--- src/rtl/mem_bus_arbiter.sv ---
// mem_bus_arbiter: round-robin sharing of one single-port RAM between CPU (m0), DMA (m1) and debug (m2)
// with a per-owner burst limit, optional CPU priority at idle arbitration, and a 1-cycle read return path.
module mem_bus_arbiter #(
    parameter int ADDR_W    = 32,
    parameter int DATA_W    = 32,
    parameter int MAX_BURST = 4,
    parameter int CPU_PRIO  = 0
) (
    input  logic              clk,
    input  logic              rst,
    input  logic              m0_req,
    input  logic              m0_we,
    input  logic [ADDR_W-1:0] m0_addr,
    input  logic [DATA_W-1:0] m0_wdata,
    output logic              m0_gnt,
    output logic              m0_rvalid,
    input  logic              m1_req,
    input  logic              m1_we,
    input  logic [ADDR_W-1:0] m1_addr,
    input  logic [DATA_W-1:0] m1_wdata,
    output logic              m1_gnt,
    output logic              m1_rvalid,
    input  logic              m2_req,
    input  logic              m2_we,
    input  logic [ADDR_W-1:0] m2_addr,
    input  logic [DATA_W-1:0] m2_wdata,
    output logic              m2_gnt,
    output logic              m2_rvalid,
    output logic [DATA_W-1:0] rdata,
    output logic              ram_en,
    output logic              ram_we,
    output logic [ADDR_W-1:0] ram_addr,
    output logic [DATA_W-1:0] ram_wdata,
    input  logic [DATA_W-1:0] ram_rdata,
    output logic              cpu_hold
);
    localparam int BW = MAX_BURST > 1 ? $clog2(MAX_BURST) : 1;
    localparam logic [BW-1:0] LAST_BEAT = BW'(MAX_BURST - 1);

    typedef enum logic {IDLE, OWN} state_t;

    state_t            state, state_nx;
    logic [1:0]        owner, owner_nx, last_owner, last_nx, rd_id;
    logic [BW-1:0]     beat_cnt, beat_nx;
    logic              rd_pend, sel_we;
    logic [2:0]        req, gnt, others;
    logic [ADDR_W-1:0] sel_addr;
    logic [DATA_W-1:0] sel_wdata, rdata_q;

    // first requester in r scanning base+1, base+2, base+3 (mod 3)
    function automatic logic [1:0] rr_pick(input logic [1:0] base, input logic [2:0] r);
        logic [1:0] p;
        int k;
        p = base;
        for (int i = 3; i >= 1; i--) begin
            k = (int'(base) + i) % 3;
            if (r[2'(k)]) p = 2'(k);
        end
        return p;
    endfunction

    assign req    = {m2_req, m1_req, m0_req};
    assign others = req & ~(3'b001 << owner);
    assign gnt    = state == OWN ? req & (3'b001 << owner) : 3'b000;
    assign {m2_gnt, m1_gnt, m0_gnt} = gnt;
    assign cpu_hold = m0_req & ~m0_gnt;

    always_comb begin
        state_nx = state;
        owner_nx = owner;
        last_nx  = last_owner;
        beat_nx  = beat_cnt;
        if (state == IDLE) begin
            if (|req) begin
                state_nx = OWN;
                owner_nx = (CPU_PRIO != 0 && m0_req) ? 2'd0 : rr_pick(last_owner, req);
                beat_nx  = '0;
            end
        end else if (!req[owner]) begin
            // owner released the bus: hand over without a bubble, or go idle
            if (|others) begin
                owner_nx = rr_pick(owner, others);
                beat_nx  = '0;
            end else begin
                state_nx = IDLE;
                last_nx  = owner;
            end
        end else if (beat_cnt == LAST_BEAT && |others) begin
            owner_nx = rr_pick(owner, others);
            beat_nx  = '0;
        end else begin
            beat_nx = beat_cnt == LAST_BEAT ? beat_cnt : beat_cnt + 1'b1;
        end
    end

    assign sel_we    = owner == 2'd0 ? m0_we    : owner == 2'd1 ? m1_we    : m2_we;
    assign sel_addr  = owner == 2'd0 ? m0_addr  : owner == 2'd1 ? m1_addr  : m2_addr;
    assign sel_wdata = owner == 2'd0 ? m0_wdata : owner == 2'd1 ? m1_wdata : m2_wdata;

    assign ram_en    = |gnt;
    assign ram_we    = ram_en & sel_we;
    assign ram_addr  = ram_en ? sel_addr : '0;
    assign ram_wdata = ram_en ? sel_wdata : '0;

    // RAM data is live during the return cycle and held afterwards
    assign rdata     = rd_pend ? ram_rdata : rdata_q;
    assign m0_rvalid = rd_pend & (rd_id == 2'd0);
    assign m1_rvalid = rd_pend & (rd_id == 2'd1);
    assign m2_rvalid = rd_pend & (rd_id == 2'd2);

    always_ff @(posedge clk or posedge rst) begin
        if (rst) begin
            state      <= IDLE;
            owner      <= 2'd0;
            last_owner <= 2'd2;
            beat_cnt   <= '0;
            rd_pend    <= 1'b0;
            rd_id      <= 2'd0;
            rdata_q    <= '0;
        end else begin
            state      <= state_nx;
            owner      <= owner_nx;
            last_owner <= last_nx;
            beat_cnt   <= beat_nx;
            rd_pend    <= ram_en & ~ram_we;
            if (ram_en & ~ram_we) rd_id <= owner;
            if (rd_pend) rdata_q <= ram_rdata;
        end
    end
endmodule

--- config.mk ---
export PLATFORM = sky130hd
export DESIGN_NAME = mem_bus_arbiter
export DESIGN_NICKNAME = d
export VERILOG_FILES = /design/src/rtl/mem_bus_arbiter.sv
export SDC_FILE = /design/constraint.sdc
export NUM_CORES = 1
export LEC_CHECK = 0
export CORE_AREA = 3 3 131 133
export DETAILED_ROUTE_END_ITERATION = 8
export DIE_AREA = 0 0 134 136
export PLACE_DENSITY_LB_ADDON = 0.15
export SETUP_SLACK_MARGIN = 0.4
export SYNTH_ARGS = -nofsm -noshare
export SYNTH_HDL_FRONTEND = slang
export SYNTH_SLANG_ARGS = --single-unit
--- constraint.sdc ---
create_clock -name clk -period 2.8 [get_ports clk]
set_input_delay 0.42 -clock clk [delete_from_list [all_inputs] [get_ports clk]]
set_output_delay 0.42 -clock clk [all_outputs]
set_load 0.02 [all_outputs]
## Word-level counts from Yosys, hierarchy flattened

Cells that the tools add are included.

| storage, ports and cells | value |
|---|---|
| output and inout bits | 105 |
| register bits after elaboration | 42 |
| logic and storage cells | 109 |

| operators by class | value |
|---|---|
| multiplexer cells | 51 |
| div/mod/pow operators | 6 |
| reductions and logical operators | 10 |
| equal/unequal tests | 7 |
| add/sub/neg operators | 7 |
| bitwise gates (word level) | 13 |
| shift operators | 1 |
| order comparisons | 7 |

Operator list:

| kind | number |
|---|---|
| $mux 32 | 7 |
| $mod 32x3->32 const B | 6 |
| $mux 2 | 17 |
| $lt 2x4->1 const B | 6 |
| $mux 1 | 19 |
| $bmux 1 s2 | 7 |
| $add 2x2->3 const B | 4 |
| $reduce_and 3->1 | 3 |
| $reduce_or 3->1 | 3 |
| $add 2x1->3 const B | 2 |
| $and 1x1->1 | 6 |
| $and 3x3->3 | 2 |
| $eq 2x1->1 const B | 2 |
| $eq 2x2->1 const B | 2 |
| $logic_not 2->1 | 2 |
| $ne 4x3->1 const B | 1 |
| $not 1->1 | 4 |
| $lt 2x3->1 const B | 1 |
| $mux 3 | 1 |
| $ne 3x1->1 const B | 1 |
| $ne 3x2->1 const B | 1 |
| $not 3->3 | 1 |
| $shl 1x2->3 const A | 1 |
| $add 2x1->2 const B | 1 |
| other kinds (2) | 2 |

## Longest topological paths before layout

| logic depth | value |
|---|---|
| word-level depth | 12 |
| gate-level depth with buffers | 9 |

## Worst setup path before layout

No wires, ideal clock.

| timing path | value |
|---|---|
| path kind | register to output |
| from | reg owner[1] |
| to | out ram_addr[12] |
| required time | 2.380 ns |
| buffers on the path | 3 |
| stages on the path, launching flop included | 9 |
| setup slack | 0.460 ns |
| data arrival time | 1.920 ns |
| cell sequence | dfrtp_1 -> inv_1 -> ha_1 -> buf_2 -> and3_1 -> nor3_1 -> buf_2 -> buf_4 -> nor2_1 |

| on the way | value |
|---|---|
| longest elaborated chain between the ends | 5 |
| elaborated cells between the ends (all ways) | 9 |

RTL lines:

| element | line | RTL |
|---|---|---|
| from (decl) | 43 | `logic [1:0] owner, owner_nx, last_owner, last_nx, rd_id;` |
| from (signal assigned) | 122 | `owner <= owner_nx;` |
| $shl 1x2->3 | 64 | `assign gnt = state == OWN ? req & (3'b001 << owner) : 3'b000;` |
| $and 3x3->3 | 64 |  |
| $mux 3 | 64 |  |
| via m0_gnt | 15 | `output logic m0_gnt,` |
| $reduce_or 3->1 | 100 | `assign ram_en = \|gnt;` |
| $mux 32 | 102 | `assign ram_addr = ram_en ? sel_addr : '0;` |
| to (decl) | 32 | `output logic [ADDR_W-1:0] ram_addr,` |

The timed path passes the listed nets, and every way through them passes these cells.

## Final worst setup path

| timing path | value |
|---|---|
| from | reg owner[0] |
| to | out ram_addr[7] |

| on the way | value |
|---|---|
| longest elaborated chain between the ends | 5 |
| elaborated cells between the ends (all ways) | 9 |

RTL lines:

| element | line |
|---|---|
| $shl 1x2->3 | 64 |
| $and 3x3->3 | 64 |
| $mux 3 | 64 |
| $reduce_or 3->1 | 100 |
| $mux 32 (*) | 102 |

Every way passes the cells marked *; elsewhere a longest branch is shown, timed or not.

==> results.rst <==
.. list-table::
   :header-rows: 1

   * - Metric
     - Value
   * - Crit-path cells
     - inv_2, ha_4, and3_4, nor3_4, buf_6, buf_12, buf_16, nor2_1, buf_2
   * - Logic pwr share
     - 82.6%
   * - Final weighted congestion in routability-driven placement
     - 0.8956
   * - Yosys cell types
     - between 40 and 50
   * - Ys async rst share
     - 100.0%
   * - Cells taking the most area after synthesis
     - sky130_fd_sc_hd__dfrtp_1 (27%), sky130_fd_sc_hd__mux2i_1 (19%), sky130_fd_sc_hd__nor2_1 (14%)
   * - Net count of the finished layout
     - between 1000 and 1500
   * - Largest net degree at the start of global routing
     - 48
   * - Fraction of final layout cells sized beyond drive strength 1
     - between 20% and 30%
   * - Top achievable clock speed
     - around 0.41 GHz
   * - Worst stage delay on the critical path
     - around 0.4 ns
   * - Clock tree from TritonCTS
     - built
   * - Required time of the critical path
     - 2.38 ns
   * - Post-synthesis cell area
     - 3820 um^2
   * - Capture instance of the worst register-to-register path
     - owner[1]$_DFFE_PP0P_
   * - Switching part of the total
     - 45.73%
   * - Synthesized-area fraction occupied by xor and xnor cells
     - 0%
   * - Adder and majority gate portion of the synthesized area
     - 3.275%
   * - Multiplexer share of the synthesized area
     - 28.33%
   * - Flip-flop and latch count after synthesis
     - 42
   * - Setup-violating endpoint count in the final report
     - 0
   * - Num ports
     - roughly 340
   * - Detailed router's first-iteration violation count
     - 100
   * - Cts bufs inserted
     - 5
   * - Worst vdd rail ir drop
     - 0.4877 mV
   * - Tcrit/Tclk final
     - a little under 90%
   * - Mean Syn Cell Area
     - 7.892 um^2
   * - Data arrival time of the worst path
     - 2.01 ns
   * - Tightest Hold Check Type
     - reg -> reg
   * - Remaining DRCs
     - 0
   * - Startpoint of the most critical hold path
     - rdata_q[23]$_DFF_PP0_
   * - Count of maximum capacitance violations
     - 0
   * - Routed vias/inst
     - 4.666
   * - Clock tree root driver cell
     - sky130_fd_sc_hd__clkbuf_16
   * - Starting utilization of the core area
     - 23.96%
   * - Share of Yosys cell area claimed by the top area cell type
     - 26.86%
   * - Clock period minus final worst setup slack
     - 2.431 ns
   * - Die area
     - 18220 um^2
   * - CTS Buffer Depth
     - 2
   * - Register clock-pin slew on the reported worst setup and hold paths
     - 0.06 ns
   * - Post-layout worst setup margin
     - about 0.37 ns
   * - Sinks on the clock net
     - 42
   * - Number of rows in the core area
     - 46
   * - R2r startpoint
     - owner[0]$_DFFE_PP0P_
   * - Syn Inst Count
     - 484
   * - Synthesized-area fraction occupied by ao, oa, aoi and oai cells
     - around 15%
   * - Main combinational cell family by area after synthesis
     - multiplexers
   * - Layout Skew
     - between 0.003 and 0.004 ns
   * - Int Power
     - between 5 and 6 mW
   * - Capture endpoint of the worst hold path
     - rdata_q[23]$_DFF_PP0_
   * - Worst-Skew Late Latency
     - between 0.2 and 0.3 ns
   * - Pre-CTS setup slack
     - 0.08716 ns
   * - Total Negative Setup Slacks
     - 0 ns
   * - Final hold violations
     - 0
   * - Detailed-placement wirelength estimate
     - between 15000 and 20000 um
   * - Routed wire length
     - 20460 um
   * - 1st-pass router iterations
     - 5
   * - Overall die height
     - 136 um
   * - Area inside the core boundary
     - 15940 um^2
   * - Result of the run
     - complete, no violations
   * - Proportion of power drawn by flip-flops and latches
     - 10.7%
   * - Grt ovf
     - 0
   * - Slowest stage cell on the critical path
     - sky130_fd_sc_hd__dfrtp_1
   * - Number of antenna violations at the first check in global routing
     - 1
   * - Max Transition Viols Final
     - 0
   * - Largest area contributor in the netlist
     - sky130_fd_sc_hd__dfrtp_1
   * - Antenna Nets Post-Route
     - 0
   * - Endpoint type of the worst setup path
     - output pin
   * - CTS H-tree lvls
     - 2
   * - Number of synthesized flops with an enable pin
     - 0
   * - Critical setup path kind
     - reg -> out
   * - Leakage power of the design
     - 3.523 nW
   * - Worst relative slew slack
     - between 40% and 50%
   * - Maximum fanout along the worst path
     - 8
   * - Reg2Reg Setup Slack
     - around 0.57 ns
   * - First-pass GRT wire length
     - 28030 um
   * - Number of buffers inserted for hold repair after clock tree synthesis
     - 0
   * - Warnings, synthesis
     - 0
   * - Routed via count
     - just under 5000
   * - Aggregate global-route resource usage
     - 19.94%
   * - Worst Reg2Reg Path Length in Cells
     - 10
   * - Die Span X
     - 134 um
   * - Hold path depth
     - 1
   * - Net switching power
     - between 4 and 5 mW
   * - Simple-gate share of the synthesized area
     - around 20%
   * - Buffers on Ports
     - 336
   * - Most used flip-flop cell after synthesis
     - sky130_fd_sc_hd__dfrtp_1
   * - WL/cell
     - around 19 um
   * - Register area share after synthesis
     - between 20% and 30%
   * - Share of total power in the clock network
     - 6.7%
   * - Setup repair after global routing missed its margin
     - yes
   * - Measured slew at the worst slew-check pin
     - 0.8262 ns
   * - Number of global-route vias before repair
     - 5031
   * - Type of origin of the critical path
     - flop
   * - Layout overhead on the synthesized area
     - 121.5%
   * - Syn nets
     - about 730
   * - Total power divided by cell area
     - 1130 nW/um^2
worst max-delay path: cells and delay by family, from the launching register on:
kind	cells	cell delay (ns)
adder cells (fa/ha/maj)	1	0.19
AND/OR/NAND/NOR	3	0.43
buffers and inverters	5	0.69
flip-flops	1	0.41
sequential cells by signal, summed over array words and instances (netlist names):
signal      cells
beat_cnt        2
owner           2
rd_id           2
last_owner      2
rdata_q        32
state           1
rd_pend         1
cell type report:
type	count	area, um^2
clock inverters	3	40.04
repair buffers	395	4143
multi-input cells	392	2784
clock buffers	5	125.1
diodes	1	2.502
well taps	216	270.3
inverters	12	45.04
fillers	1466	7481
flip-flops and latches	42	1052
stage by stage:
step / instances / hold slack (ns) / utilization, % / power, mW / cell area, um^2
3_5_place_dp: 1019 / 0.4861 / 47.16 / 7.395 / 7518
6_report: 1066 / 0.4959 / 53.08 / 9.563 / 8462
4_1_cts: 1047 / 0.4988 / 50.17 / 8.892 / 7999
3_3_place_gp: 1019 / 0.4778 / 47.16 / 7.302 / 7518
5_1_grt: 1066 / 0.5083 / 53.08 / 10.09 / 8462
2_1_floorplan: 484 / 0.4744 / - / 4.679 / 3820
per-layer routing:
metal	up-vias	wire [um]	global-route usage [%]
met5	-	0	0
met4	0	667	7.257
met3	35	1513	6.477
met2	215	10890	38.41
met1	2329	7395	19.94
li1	2395	-	-
power groups by stage:
stage | clock network (mW) | registers (mW) | logic [mW]
4_1_cts | 0.663 | 1.02 | 7.21
5_1_grt | 0.685 | 1.05 | 8.35
2_1_floorplan | 0 | 0.995 | 3.68
6_report | 0.640 | 1.02 | 7.90
3_3_place_gp | 0 | 1.01 | 6.29
3_5_place_dp | 0 | 1.03 | 6.37
how the worst max path moves through the flow:
| stage | start | to | slack [ns] |
|---|---|---|---|
| final | owner[0]$_DFFE_PP0P_ | ram_addr[7] | 0.37 |
| after global routing | owner[1]$_DFFE_PP0P_ | ram_wdata[4] | 0.28 |
| after CTS | owner[1]$_DFFE_PP0P_ | ram_addr[25] | 0.36 |
| after detailed placement | m0_req | ram_addr[5] | 0.09 |
| after global placement | m0_req | ram_wdata[13] | 0.1 |
| after floorplan | owner[1]$_DFFE_PP0P_ | ram_addr[12] | 0.46 |
cells in the final DEF, fill, tap and decap left out, drive strengths merged, types with 2 or more instances in the layout:
cell type / netlist / routed
and3b: 2 / 2
nand2: 18 / 18
a21boi: 2 / 2
mux2: 33 / 33
nor3: 2 / 2
nor2: 140 / 140
a221oi: 2 / 2
clkinv: 0 / 3
clkbuf: 17 / 11
a21o: 2 / 2
mux2i: 71 / 71
buf: 21 / 118
o41ai: 2 / 2
nor2b: 5 / 5
dfrtp: 41 / 41
inv: 12 / 11
o21ai: 8 / 8
ha: 10 / 10
a21oi: 73 / 73
clkdlybuf4s50: 0 / 270
nand2b: 2 / 2
and3: 3 / 3
cell usage after synthesis (2+ instances only):
master / n
sky130_fd_sc_hd__dfrtp_1: 41
sky130_fd_sc_hd__inv_1: 12
sky130_fd_sc_hd__nor2b_4: 2
sky130_fd_sc_hd__nor3_1: 2
sky130_fd_sc_hd__clkbuf_1: 17
sky130_fd_sc_hd__a221oi_1: 2
sky130_fd_sc_hd__a21oi_1: 73
sky130_fd_sc_hd__buf_4: 10
sky130_fd_sc_hd__a21boi_0: 2
sky130_fd_sc_hd__nand2b_1: 2
sky130_fd_sc_hd__o21ai_1: 2
sky130_fd_sc_hd__and3_1: 3
sky130_fd_sc_hd__nor2b_1: 3
sky130_fd_sc_hd__nand2_1: 18
sky130_fd_sc_hd__mux2_2: 33
sky130_fd_sc_hd__and3b_1: 2
sky130_fd_sc_hd__buf_1: 4
sky130_fd_sc_hd__ha_1: 10
sky130_fd_sc_hd__o21ai_0: 6
sky130_fd_sc_hd__nor2_1: 140
sky130_fd_sc_hd__a21o_1: 2
sky130_fd_sc_hd__buf_2: 6
sky130_fd_sc_hd__mux2i_1: 71
cell families (layout without fill, tap and decap cells):
kind of cell,count (synthesis),in the layout
AO/OA/AOI/OAI,99,99
adder cells (fa/ha/maj),10,10
buffers and inverters,50,415
flip-flops,42,42
multiplexers,104,104
other,0,1
AND/OR/NAND/NOR,179,179
repair_timing:
action,CTS,global route
cloned,8,7
hold endpoints to repair,0,0
pin swaps,3,10
setup endpoints to repair,73,72
setup buffers,12,11
resized for setup,343,77
Power figures use the tool's default switching activity.
==> RTL edit, RTL diff (same settings) <==
Reset style: synchronous (`rst`), changed in one clocked block.
--- a/src/rtl/mem_bus_arbiter.sv
+++ b/src/rtl/mem_bus_arbiter.sv
@@ -108,7 +108,7 @@
     assign m1_rvalid = rd_pend & (rd_id == 2'd1);
     assign m2_rvalid = rd_pend & (rd_id == 2'd2);
 
-    always_ff @(posedge clk or posedge rst) begin
+    always_ff @(posedge clk) begin
         if (rst) begin
             state      <= IDLE;
             owner      <= 2'd0;
Check against the original RTL: not equivalent (Yosys sat finds a counterexample within 4 cycles, from zero or initial values and one cycle with rst high; the reset may be asserted at any time).
==> RTL edit against the original RTL <==
  * Sequential cell count unchanged
  * Cell area shrank 7.6%
  * Clock skew hardly changed
  * Critical endpoint is now ram_wdata[3]
  * Synthesized area barely moved
  * Worst setup slack improved by 39 ps
  * Critical path type unchanged
  * Routed wire length fell by 2.6%
  * Core utilization fell by 4.0 points
  * Register-to-register slack better by 100 ps
Power is not compared: it rests on default switching activity, and its combinational part moved more than twofold at a synthesized area within 25%.
==> RTL edit: results (changes against the original RTL) <==
\begin{tabular}{lr}
\hline
Metric & Value \\
\hline
\multicolumn{2}{l}{\textbf{Global route}} \\
\quad Vias in the first global route & 4829 (-4.0\%) \\
\quad Largest net degree at the start of global routing & 90 (+88\%) \\
\quad First-pass GRT wire length & 27500 um (-2.0\%) \\
\quad Fraction of met3 tracks used by global routing & 5.33\% (-1.1 points) \\
\quad Gr usage total & 19.5\% (-0.48 points) \\
\quad Met1 demand-to-capacity share in global routing & 21.4\% (+1.4 points) \\
\multicolumn{2}{l}{\textbf{Setup path}} \\
\quad Crit path capture & ram\_wdata[3] \\
\quad Register-to-Register Path Depth & 11 (+1) \\
\quad Worst-path cell with the longest stage delay & sky130\_fd\_sc\_hd\_\_dfxtp\_2 \\
\quad Arr. time, crit path & 1970 ps (-40 ps) \\
\quad Slowest Stage Delay on Critical Path & 340 ps (-70 ps) \\
\quad Worst reg2reg endpoint & rd\_id[1]\$\_SDFFE\_PP0P\_ \\
\multicolumn{2}{l}{\textbf{Place}} \\
\quad Post-detail-place hpwl & 15300 um (+0.80\%) \\
\quad Weighted congestion at the end of routability-driven global placement & 0.887 (-0.92\%) \\
\quad Post-Place Cell Area & 7470 sq um (-0.67\%) \\
\quad Post-Place Cells & 1048 (+2.8\%) \\
\quad DP Worst Slack & 27.8 ps (-59.3 ps) \\
\multicolumn{2}{l}{\textbf{Cells and area}} \\
\quad Non-CTS inverters & 9 (-3) \\
\quad Share of layout cells above drive strength 1 & 19.3\% (-8.2 points) \\
\quad Layout clock area frac & 1.92\% (-0.032 points) \\
\quad \#MultiIn Comb & 430 (+9.7\%) \\
\quad Sequential cell area & 846 sq um (-20\%) \\
\quad Layout buffer count excluding clock buffers & 367 (-7.1\%) \\
\multicolumn{2}{l}{\textbf{Routing}} \\
\quad Iteration-0 DRC count of the detailed router & 269 (+170\%) \\
\quad Via total after detailed routing & 4945 (-0.58\%) \\
\quad Wire length the detailed router placed on met1 & 7250 um (-2.0\%) \\
\quad Met2 wire length & 10800 um (-1.2\%) \\
\quad Detailed-route wire length per cell & 18.6 um (-3.2\%) \\
\multicolumn{2}{l}{\textbf{Logic synthesis}} \\
\quad Predominant post-synthesis flop cell & sky130\_fd\_sc\_hd\_\_dfxtp\_1 \\
\quad Post-synthesis cell type count & 43 (-2.3\%) \\
\multicolumn{2}{l}{\textbf{Timing}} \\
\quad Worst Skew & 3.89 ps (+0.323 ps) \\
\quad Setup slack of the critical path after layout & 408 ps (+38.6 ps) \\
\quad Worst slew margin relative to its limit & 67.5\% (+23 points) \\
\quad Minimum period implied by the final worst setup slack & 2390 ps (-38.6 ps) \\
\multicolumn{2}{l}{\textbf{Min path}} \\
\quad Worst hold start & beat\_cnt[1]\$\_SDFFE\_PP0P\_ \\
\multicolumn{2}{l}{\textbf{Status}} \\
\quad Run status & complete, no violations \\
\multicolumn{2}{l}{\textbf{Power}} \\
\quad Total Power & 4.46 mW \\
\hline
\end{tabular}
RTL edit: worst min-delay path by stage:
stage                               endpoint  slack, ps
finish              beat_cnt[1]$_SDFFE_PP0P_        500
global route        beat_cnt[0]$_SDFFE_PP0P_        530
CTS                 beat_cnt[1]$_SDFFE_PP0P_        500
detailed placement  beat_cnt[1]$_SDFFE_PP0P_        490
global placement    beat_cnt[1]$_SDFFE_PP0P_        470
floorplan           beat_cnt[1]$_SDFFE_PP0P_        450
RTL edit: kinds of logic (layout without fill, tap and decap cells):
logic type	after synthesis	count (layout)	synth area share, %
AOI/OAI and AO/OA	101	101	14.8
adders and majority gates	10	10	3.28
buffers and inverters	51	384	5.74
DFF	42	42	22.0
muxes	103	103	28.1
other	0	1	0
and+or+nand+nor	216	216	26.0
RTL edit: repair_timing:
action	in CTS	in global routing
endpoints found under the hold margin	0	0
resized for setup	99	190
setup buffers	3	5
cloned	4	4
pin swaps	2	9
setup endpoints to repair	67	97
